==> src/rtl/hazard_ctrl.sv <==
// Hazard controller for the 5-stage RV32I core: stall/flush/forward generation,
// post-reset boot flush, external-busy freeze with timeout, saturating perf counters.
module hazard_ctrl #(
    parameter int BOOT_CYCLES = 3,
    parameter int MAX_HOLD    = 255,
    parameter int CNT_W       = 16
) (
    input  logic             clk_i,
    input  logic             rst_ni,
    input  logic [4:0]       rs1_d_i,
    input  logic [4:0]       rs2_d_i,
    input  logic [4:0]       rs1_e_i,
    input  logic [4:0]       rs2_e_i,
    input  logic [4:0]       rd_e_i,
    input  logic             load_e_i,
    input  logic             pcsrc_e_i,
    input  logic             regwrite_m_i,
    input  logic [4:0]       rd_m_i,
    input  logic             regwrite_w_i,
    input  logic [4:0]       rd_w_i,
    input  logic             ext_busy_i,
    output logic             stall_f_o,
    output logic             stall_d_o,
    output logic             stall_e_o,
    output logic             flush_d_o,
    output logic             flush_e_o,
    output logic [1:0]       forward_ae_o,
    output logic [1:0]       forward_be_o,
    output logic             hold_timeout_o,
    output logic [CNT_W-1:0] stall_cnt_o,
    output logic [CNT_W-1:0] flush_cnt_o
);

    localparam int BW = (BOOT_CYCLES > 1) ? $clog2(BOOT_CYCLES + 1) : 1;
    localparam int HW = $clog2(MAX_HOLD + 1);
    localparam logic [BW-1:0] BOOT_LAST = BW'(BOOT_CYCLES - 1);
    localparam logic [HW-1:0] HOLD_MAX  = HW'(MAX_HOLD);

    localparam logic [1:0] S_BOOT = 2'd0;
    localparam logic [1:0] S_RUN  = 2'd1;
    localparam logic [1:0] S_HOLD = 2'd2;

    logic [1:0]       state_q, state_d;
    logic [BW-1:0]    boot_cnt_q, boot_cnt_d;
    logic [HW-1:0]    hold_cnt_q, hold_cnt_d;
    logic             timeout_q, timeout_d;
    logic [CNT_W-1:0] stall_cnt_q, stall_cnt_d;
    logic [CNT_W-1:0] flush_cnt_q, flush_cnt_d;

    logic lu;
    logic stall_f, stall_d, stall_e, flush_d, flush_e;

    // M-stage result is younger than W, so it wins when both match.
    function automatic logic [1:0] fwd_sel(input logic [4:0] rs, input logic we_m,
                                           input logic [4:0] rd_m, input logic we_w,
                                           input logic [4:0] rd_w);
        if (we_m && rd_m != 5'd0 && rd_m == rs)      return 2'b10;
        else if (we_w && rd_w != 5'd0 && rd_w == rs) return 2'b01;
        else                                         return 2'b00;
    endfunction

    assign lu = load_e_i && (rd_e_i != 5'd0) && (rd_e_i == rs1_d_i || rd_e_i == rs2_d_i);

    always_comb begin
        state_d    = state_q;
        boot_cnt_d = boot_cnt_q;
        hold_cnt_d = hold_cnt_q;
        timeout_d  = timeout_q;
        stall_f    = 1'b0;
        stall_d    = 1'b0;
        stall_e    = 1'b0;
        flush_d    = 1'b0;
        flush_e    = 1'b0;
        case (state_q)
            S_BOOT: begin
                flush_d = 1'b1;
                flush_e = 1'b1;
                if (boot_cnt_q == BOOT_LAST) begin
                    state_d    = S_RUN;
                    boot_cnt_d = '0;
                end else begin
                    boot_cnt_d = boot_cnt_q + 1'b1;
                end
            end
            S_RUN, S_HOLD: begin
                if (ext_busy_i) begin
                    stall_f = 1'b1;
                    stall_d = 1'b1;
                    stall_e = 1'b1;
                end else if (pcsrc_e_i) begin
                    flush_d = 1'b1;
                    flush_e = 1'b1;
                end else if (lu) begin
                    stall_f = 1'b1;
                    stall_d = 1'b1;
                    flush_e = 1'b1;
                end
                state_d = ext_busy_i ? S_HOLD : S_RUN;
                if (state_q == S_RUN) begin
                    if (ext_busy_i) hold_cnt_d = '0;
                end else begin
                    if (hold_cnt_q != HOLD_MAX) hold_cnt_d = hold_cnt_q + 1'b1;
                    if (hold_cnt_d == HOLD_MAX) timeout_d = 1'b1;
                end
            end
            default: begin
                state_d = S_BOOT;
                flush_d = 1'b1;
                flush_e = 1'b1;
            end
        endcase

        stall_cnt_d = stall_cnt_q;
        flush_cnt_d = flush_cnt_q;
        if (stall_f && !(&stall_cnt_q)) stall_cnt_d = stall_cnt_q + 1'b1;
        if (flush_d && (state_q == S_RUN || state_q == S_HOLD) && !(&flush_cnt_q))
            flush_cnt_d = flush_cnt_q + 1'b1;
    end

    always_ff @(posedge clk_i or negedge rst_ni) begin
        if (!rst_ni) begin
            state_q     <= S_BOOT;
            boot_cnt_q  <= '0;
            hold_cnt_q  <= '0;
            timeout_q   <= 1'b0;
            stall_cnt_q <= '0;
            flush_cnt_q <= '0;
        end else begin
            state_q     <= state_d;
            boot_cnt_q  <= boot_cnt_d;
            hold_cnt_q  <= hold_cnt_d;
            timeout_q   <= timeout_d;
            stall_cnt_q <= stall_cnt_d;
            flush_cnt_q <= flush_cnt_d;
        end
    end

    assign stall_f_o      = stall_f;
    assign stall_d_o      = stall_d;
    assign stall_e_o      = stall_e;
    assign flush_d_o      = flush_d;
    assign flush_e_o      = flush_e;
    // Forward selects are held at 00 while reset is asserted.
    assign forward_ae_o   = rst_ni ? fwd_sel(rs1_e_i, regwrite_m_i, rd_m_i, regwrite_w_i, rd_w_i) : 2'b00;
    assign forward_be_o   = rst_ni ? fwd_sel(rs2_e_i, regwrite_m_i, rd_m_i, regwrite_w_i, rd_w_i) : 2'b00;
    assign hold_timeout_o = timeout_q;
    assign stall_cnt_o    = stall_cnt_q;
    assign flush_cnt_o    = flush_cnt_q;

endmodule

==> config.mk <==
export PLATFORM = sky130hd
export DESIGN_NAME = hazard_ctrl
export DESIGN_NICKNAME = d
export VERILOG_FILES = /design/src/rtl/hazard_ctrl.sv
export SDC_FILE = /design/constraint.sdc
export NUM_CORES = 1
export LEC_CHECK = 0
export CAP_MARGIN = 15
export CORE_MARGIN = 8
export CORE_UTILIZATION = 47
export CTS_CLUSTER_SIZE = 12
export DETAILED_ROUTE_END_ITERATION = 6
export GPL_ROUTABILITY_DRIVEN = 0
export PLACE_DENSITY = 0.78
export SLEW_MARGIN = 20
export SYNTH_ARGS = -nofsm -noshare
export SYNTH_HDL_FRONTEND = slang
export SYNTH_SLANG_ARGS = --single-unit
==> constraint.sdc <==
create_clock -name clk_i -period 2.3 [get_ports clk_i]
set_clock_uncertainty 0.05 [all_clocks]
set_input_delay 0.46 -clock clk_i [delete_from_list [all_inputs] [get_ports clk_i]]
set_output_delay 0.46 -clock clk_i [all_outputs]
set_load 0.005 [all_outputs]
==> tab_implementation.tex, run 1 <==
\begin{tabular}{lr}
\hline
Metric & Value \\
\hline
\multicolumn{2}{l}{\textbf{Layout}} \\
Post-route standard cell area excluding fillers & 4060 um2 \\
Proportion of layout cells with a drive suffix above 1 & 0.229 \\
Reg area & 1130 um2 \\
Total inserted antenna cells & 0 \\
Fill cell total of the finished layout & 463 \\
Total number of nets in the final design & 458 \\
Final Core Density & 0.703 \\
Area Growth Syn to Fin & 47.3\% \\
Area of combinational cells with multiple inputs & 1630 um2 \\
\multicolumn{2}{l}{\textbf{Global routing}} \\
Global-route wire length before repair & 12200 um \\
Maximum number of pins on one net before global-route repair & 48 \\
Number of antenna violations at the first check in global routing & 0 \\
Number of global-route vias before repair & 2600 \\
Total overflow reported by the global router & 0 \\
Total track usage & 0.172 \\
\multicolumn{2}{l}{\textbf{Floorplan}} \\
Chip Width & 92.6 um \\
Die Height & 92.6 um \\
Placeable core area & 5780 um2 \\
Starting utilization of the core area & 0.477 \\
Total number of placement rows & 28 \\
Top-level port count & 84 \\
Area of the die & 8580 um2 \\
\multicolumn{2}{l}{\textbf{Logic synthesis}} \\
Portion of the post-synthesis area used by sequential elements & 0.408 \\
Total number of yosys warnings & 0 \\
Post-synth top area cell & sky130\_fd\_sc\_hd\_\_dfrtp\_1 \\
Proportion of netlist area held by the largest area contributor & 0.408 \\
Cell count after synthesis & 284 \\
Biggest area contributors in the synthesized netlist & sky130\_fd\_sc\_hd\_\_dfrtp\_1 (41\%), sky130\_fd\_sc\_hd\_\_xnor2\_1 (10\%), sky130\_fd\_sc\_hd\_\_xor2\_1 (7.9\%) \\
Async set or reset register ratio after synthesis & 1.00 \\
Post-synth EDFFs & 0 \\
Net count after synthesis & 333 \\
Count of different cell masters after synthesis & 50 \\
Synth Area per Inst & 9.71 um2 \\
Post-synth top flop & sky130\_fd\_sc\_hd\_\_dfrtp\_1 \\
Commonest cells in the netlist & sky130\_fd\_sc\_hd\_\_dfrtp\_1 (45), sky130\_fd\_sc\_hd\_\_xnor2\_1 (33), sky130\_fd\_sc\_hd\_\_xor2\_1 (25) \\
Library cell with the highest instance count after synthesis & sky130\_fd\_sc\_hd\_\_dfrtp\_1 \\
Area of the mapped netlist & 2760 um2 \\
Register bit count reported by yosys & 45 \\
\multicolumn{2}{l}{\textbf{Clock tree}} \\
CTS root buf & sky130\_fd\_sc\_hd\_\_clkbuf\_8 \\
CTS hold repair buffers & 0 \\
Inserted Clock Buffers & 5 \\
TritonCTS clock tree & done \\
H-tree depth & 2 \\
Bufs on Longest Clock Path & 2 \\
Worst-path clk slew & 0.08 ns \\
Clock sinks & 45 \\
Clk Latency, worst-skew pair & 0.30 ns \\
\multicolumn{2}{l}{\textbf{Placement}} \\
HPWL after detailed placement & 5510 um \\
Buffers on Ports & 83 \\
Post-DP Area & 3890 um2 \\
\multicolumn{2}{l}{\textbf{Run status}} \\
Run status & complete, no violations \\
\multicolumn{2}{l}{\textbf{Critical path}} \\
Arrival time of data at the critical path endpoint & 1.79 ns \\
Class of the most critical setup path & input port to output pin \\
Largest fanout of any net on the critical path & 2 \\
Worst Setup End Kind & output pin \\
Worst reg2reg path depth & 7 \\
Worst r2r src & stall\_cnt\_o[0] \\
R2R setup slack & 0.20 ns \\
Startpoint type of the worst setup path & input port \\
R2R Path End & stall\_cnt\_o[1] \\
Required arrival time at the worst endpoint & 1.79 ns \\
\multicolumn{2}{l}{\textbf{Timing}} \\
Setup repair after global routing missed its margin & true \\
Tightest Pin Transition & 0.584 ns \\
Fmax & 436 MHz \\
Number of max-slew violations in the final report & 0 \\
Worst slew margin relative to its limit & 0.611 \\
Worst hold slack after final layout & 0.223 ns \\
Shortest clock period the worst path allows after layout & 2.30 ns \\
Hold Violations, Final & 0 \\
Final Setup Violations & 0 \\
Fraction of the cycle the final worst path needs & 0.998 \\
\multicolumn{2}{l}{\textbf{Pwr}} \\
Total power draw & 2800 uW \\
Leakage Power & 0.00189 uW \\
VDD IR max & 0.000673 V \\
Power density relative to cell area & 690 nW/um2 \\
\multicolumn{2}{l}{\textbf{Route}} \\
Vias & 2553 \\
DRC Markers & 0 \\
Count of TritonRoute iterations in the first routing pass & 4 \\
Via count normalized by instance count & 5.26 \\
Post-route ant nets & 0 \\
Final routed wire length divided by cell count & 14.8 um \\
DR iter-0 viols & 104 \\
Wire length reported by the detailed router & 7190 um \\
\multicolumn{2}{l}{\textbf{Flow run}} \\
Max Cap Violations & 0 \\
\multicolumn{2}{l}{\textbf{Min path}} \\
Hold/Removal Path Class & input port to async pin \\
\hline
\end{tabular}
==> area by class of cell <==
cell class / instances / area share
sequential: 45 / 0.277
clock inverter: 1 / 0.00739
timing repair buffer: 124 / 0.259
clock buffer: 7 / 0.0213
inverter: 12 / 0.0111
multi-input combinational: 221 / 0.401
tap: 75 / 0.0231
==> routing by layer <==
layer  up-vias  global-route usage  share of wire
li1       1267                   -              -
met1      1212               0.212           0.44
met2        58               0.283           0.49
met3        16              0.0469          0.052
met4         0              0.0564          0.020
met5         -                   0              0
==> placed cells by master, fill, tap and decap left out, drive strengths merged, types with 6 or more instances in the layout <==
master and count:
clkdlybuf4s50 48, dfrtp 45, and4 6, nor2 16, inv 12, clkbuf 11, nand3 22, o21ai 8
buf 57, xor2 25, nor3 7, xnor2 33, nand2 17, and3 7, a21oi 12, ha 7
dlygate4sd2 8, nand4 10
==> metrics by stage <==
stage | worst slack [ns] | std cells | TNS, ns
final | 0.00472 | 485 | 0
after detailed placement | -0.808 | 470 | -8.55
after global placement | -0.733 | 470 | -7.49
after global routing | -0.0378 | 485 | -0.0725
after floorplan | 0.0451 | 284 | 0
after CTS | 0.00124 | 484 | 0
==> state kept, by name, summed over array words and instances, names as in the netlist <==
signal          cells
boot_cnt_q          2
flush_cnt_o        16
hold_cnt_q          8
hold_timeout_o      1
stall_cnt_o        16
state_q             2
==> worst max-delay path, cell delays in order <==
cell and delay, ns:
sky130_fd_sc_hd__clkdlybuf4s15_1 0.20, sky130_fd_sc_hd__or4_4 0.43, sky130_fd_sc_hd__o21ai_4 0.18, sky130_fd_sc_hd__nor4_2 0.08, sky130_fd_sc_hd__nor4_2 0.27, sky130_fd_sc_hd__buf_2 0.15
==> logic make-up after synthesis <==
kind of cell	count (synthesis)	synth area share
muxes	6	0.0249
adders and majority gates	7	0.0317
AOI/OAI and AO/OA	37	0.0893
and+or+nand+nor	113	0.230
buffers and inverters	18	0.0313
DFF	45	0.408
xor gates and xnor gates	58	0.184
==> worst max-delay path by stage <==
stage / from / endpoint / slack, ns
floorplan: rd_e_i[1] / stall_f_o / 0.05
global placement: rd_m_i[2] / forward_ae_o[0] / -0.73
detailed placement: rd_m_i[2] / forward_be_o[0] / -0.81
CTS: rs2_e_i[1] / forward_be_o[0] / 0.001
global route: rd_m_i[2] / forward_be_o[0] / -0.04
finish: rd_m_i[4] / forward_be_o[0] / 0.005
==> where the power goes <==
group	leakage, uW	switching (uW)	internal [uW]	total [uW]
logic	0.00123	514	617	1130
registers	0.000599	140	907	1050
clock network	0.0000585	271	354	625
total	0.00189	925	1880	2800
==> what timing repair did <==
action                                  in CTS  in global routing
gates resized for setup                     97                 15
endpoints found under the setup margin      11                  7
setup buffers                                6                  1
pin swaps                                   14                 12
Power figures use the tool's default switching activity.
==> run 2: changes to the inputs <==
CORE_UTILIZATION = 51   (was 47)
PLACE_DENSITY = 0.84   (was 0.78)
clock period = 2.9 ns   (was 2.3 ns; I/O delays follow)
==> tab_implementation.tex, run 2 (synthesis results as in run 1) <==
\begin{tabular}{lr}
\hline
Metric & Value \\
\hline
\multicolumn{2}{l}{\textbf{Pwr}} \\
VDD IR max & 0.000502 V (was 0.000673 V) \\
Total power draw & 2030 uW (was 2800 uW) \\
Power density relative to cell area & 511 nW/um2 (was 690 nW/um2) \\
Leakage Power & 0.00181 uW (was 0.00189 uW) \\
\multicolumn{2}{l}{\textbf{Timing}} \\
Final setup margin & 0.0421 ns (was 0.00472 ns) \\
Fraction of the cycle the final worst path needs & 0.985 \\
Fmax & 350 MHz \\
Worst slew margin relative to its limit & 0.604 (was 0.611) \\
Shortest clock period the worst path allows after layout & 2.86 ns \\
Setup repair after global routing missed its margin & true (unchanged) \\
Number of max-slew violations in the final report & 0 (unchanged) \\
Hold Violations, Final & 0 (unchanged) \\
Final Setup Violations & 0 (unchanged) \\
Tightest Pin Transition & 0.594 ns (was 0.584 ns) \\
\multicolumn{2}{l}{\textbf{Route}} \\
Post-route ant nets & 0 (unchanged) \\
Wire length reported by the detailed router & 7560 um (was 7190 um) \\
Via count normalized by instance count & 5.49 (was 5.26) \\
DR iter-0 viols & 134 (was 104) \\
Vias & 2566 (was 2553) \\
Count of TritonRoute iterations in the first routing pass & 5 (was 4) \\
DRC Markers & 0 (unchanged) \\
Final routed wire length divided by cell count & 16.2 um (was 14.8 um) \\
\multicolumn{2}{l}{\textbf{Global routing}} \\
Maximum number of pins on one net before global-route repair & 48 (unchanged) \\
Number of antenna violations at the first check in global routing & 0 (unchanged) \\
Global-route wire length before repair & 12300 um (was 12200 um) \\
Total overflow reported by the global router & 0 (unchanged) \\
Total track usage & 0.196 (was 0.172) \\
Number of global-route vias before repair & 2632 (was 2600) \\
\multicolumn{2}{l}{\textbf{Critical path}} \\
Dominant delay contributor by cell family on the critical path & simple AND/OR/NAND/NOR gates (unchanged) \\
Startpoint type of the worst setup path & input port (unchanged) \\
Longest individual stage delay on the worst path & 0.53 ns (was 0.43 ns) \\
Arrival time of data at the critical path endpoint & 2.23 ns (was 1.79 ns) \\
Worst Setup End Kind & output pin (unchanged) \\
Largest fanout of any net on the critical path & 2 (unchanged) \\
Crit-path cells & clkdlybuf4s50\_1 > or4\_4 > o21ai\_4 > nor4\_2 > and2\_1 > dlygate4sd2\_1 (was clkdlybuf4s15\_1 > or4\_4 > o21ai\_4 > nor4\_2 > nor4\_2 > buf\_2) \\
Buffering stage count on the worst path with inverters included & 2 (unchanged) \\
Class of the most critical setup path & input port to output pin (unchanged) \\
R2R setup slack & 0.64 ns (was 0.20 ns) \\
Worst r2r src & stall\_cnt\_o[0] (unchanged) \\
Slowest stage cell on the critical path & sky130\_fd\_sc\_hd\_\_or4\_4 (unchanged) \\
Required arrival time at the worst endpoint & 2.27 ns (was 1.79 ns) \\
Setup crit start & rd\_m\_i[2] (was rd\_m\_i[4]) \\
\multicolumn{2}{l}{\textbf{Clock tree}} \\
Postcts setup bufs & 0 (was 6) \\
TritonCTS clock tree & done (unchanged) \\
H-tree depth & 2 (unchanged) \\
Inserted Clock Buffers & 5 (unchanged) \\
Bufs on Longest Clock Path & 2 (unchanged) \\
Clock sinks & 45 (unchanged) \\
Worst-path clk slew & 0.08 ns (about the same) \\
Clk Latency, worst-skew pair & 0.30 ns (about the same) \\
CTS root buf & sky130\_fd\_sc\_hd\_\_clkbuf\_8 (unchanged) \\
CTS hold repair buffers & 0 (unchanged) \\
\multicolumn{2}{l}{\textbf{Flow run}} \\
Max Cap Violations & 0 (unchanged) \\
\multicolumn{2}{l}{\textbf{Layout}} \\
Top library cells by usage in the layout, fill and taps aside & sky130\_fd\_sc\_hd\_\_clkdlybuf4s50\_1 (68), sky130\_fd\_sc\_hd\_\_dfrtp\_1 (45), sky130\_fd\_sc\_hd\_\_xnor2\_1 (33) (was sky130\_fd\_sc\_hd\_\_clkdlybuf4s50\_1 (48), sky130\_fd\_sc\_hd\_\_dfrtp\_1 (45), sky130\_fd\_sc\_hd\_\_buf\_4 (39)) \\
Total inserted antenna cells & 0 (unchanged) \\
Proportion of layout cells with a drive suffix above 1 & 0.156 (was 0.229) \\
Total number of nets in the final design & 445 (was 458) \\
Leading cell type in the layout, fill and taps excluded & sky130\_fd\_sc\_hd\_\_clkdlybuf4s50\_1 (unchanged) \\
Area Growth Syn to Fin & 44.1\% (was 47.3\%) \\
Fill cell total of the finished layout & 356 (was 463) \\
\multicolumn{2}{l}{\textbf{Floorplan}} \\
Total number of placement rows & 26 (was 28) \\
Die Height & 89.6 um (was 92.6 um) \\
Placeable core area & 5170 um2 (was 5780 um2) \\
Starting utilization of the core area & 0.533 (was 0.477) \\
Top-level port count & 84 (unchanged) \\
Chip Width & 89.6 um (was 92.6 um) \\
Area of the die & 8020 um2 (was 8580 um2) \\
\multicolumn{2}{l}{\textbf{Placement}} \\
Pre-CTS worst setup slack & -0.437 ns (was -0.808 ns) \\
HPWL after detailed placement & 5680 um (was 5510 um) \\
Buffers on Ports & 83 (unchanged) \\
\multicolumn{2}{l}{\textbf{Run status}} \\
Run status & complete, no violations (unchanged) \\
\multicolumn{2}{l}{\textbf{Min path}} \\
Hold/Removal Path Class & input port to async pin (unchanged) \\
\hline
\end{tabular}
==> run 2: cell count changes in the layout (fill, tap and decap cells not counted), moves of 2 or more <==
cell,change
sky130_fd_sc_hd__inv_1,+2
sky130_fd_sc_hd__clkdlybuf4s50_1,+20
sky130_fd_sc_hd__buf_2,-12
sky130_fd_sc_hd__clkbuf_2,-2
sky130_fd_sc_hd__dlygate4sd2_1,-4
sky130_fd_sc_hd__o21ai_1,-2
sky130_fd_sc_hd__buf_4,-12
sky130_fd_sc_hd__or4_1,-2
sky130_fd_sc_hd__or4_4,+2
sky130_fd_sc_hd__buf_6,-2
sky130_fd_sc_hd__inv_2,-2
==> run 2: worst paths after layout <==
kind | endpoint | depth (start not counted)
max | forward_be_o[1] | 6
min | stall_cnt_o[1] | 2
max in group asynchronous | flush_cnt_o[4] | 2
min in group clk_i | hold_timeout_o | 1
max reg2reg | stall_cnt_o[1] | 7
min reg2reg | hold_timeout_o | 1
==> run 2: cell type report <==
class	instances	area (um2)	area share
inverter	12	45.0	0.0113
multi-input combinational	221	1600	0.402
clock inverter	3	21.3	0.00535
tap	70	87.6	0.0220
clock buffer	5	68.8	0.0173
sequential	45	1130	0.283
timing repair buffer	111	1030	0.258
==> run 2: report_power, final <==
part / switching [uW] / internal, uW
Clock: 229 / 171
Sequential: 114 / 719
Combinational: 384 / 414
==> run 2: layer usage <==
metal  GRT usage  wire (um)
met3      0.0469        454
met4      0.0589         65
met2       0.340       3990
met1       0.231       3050
met5           0          0
==> run 2: repair_timing <==
item | in CTS | in global routing
resized for setup | 24 | 14
pin swaps | 2 | 3
setup endpoints to repair | 7 | 6
==> run 2: worst reg2reg max path: cells and delay by family, from the launching register on <==
| kind | cells | cell delay, ns |
|---|---|---|
| adders and majority gates | 1 | 0.20 |
| DFF | 1 | 0.42 |
| and+or+nand+nor | 5 | 1.19 |
| muxes | 1 | 0.29 |
==> run 2: through the flow <==
stage / utilization / hold slack, ns / std cells / cell area (um2) / setup TNS (ns)
finish: 0.769 / 0.354 / 467 / 3980 / 0
global route: 0.769 / 0.395 / 467 / 3980 / -0.0101
CTS: 0.762 / 0.375 / 467 / 3940 / 0
detailed placement: 0.743 / 0.406 / 459 / 3840 / -2.06
global placement: 0.743 / 0.420 / 459 / 3840 / -1.74
floorplan: - / 0.234 / 284 / 2760 / 0
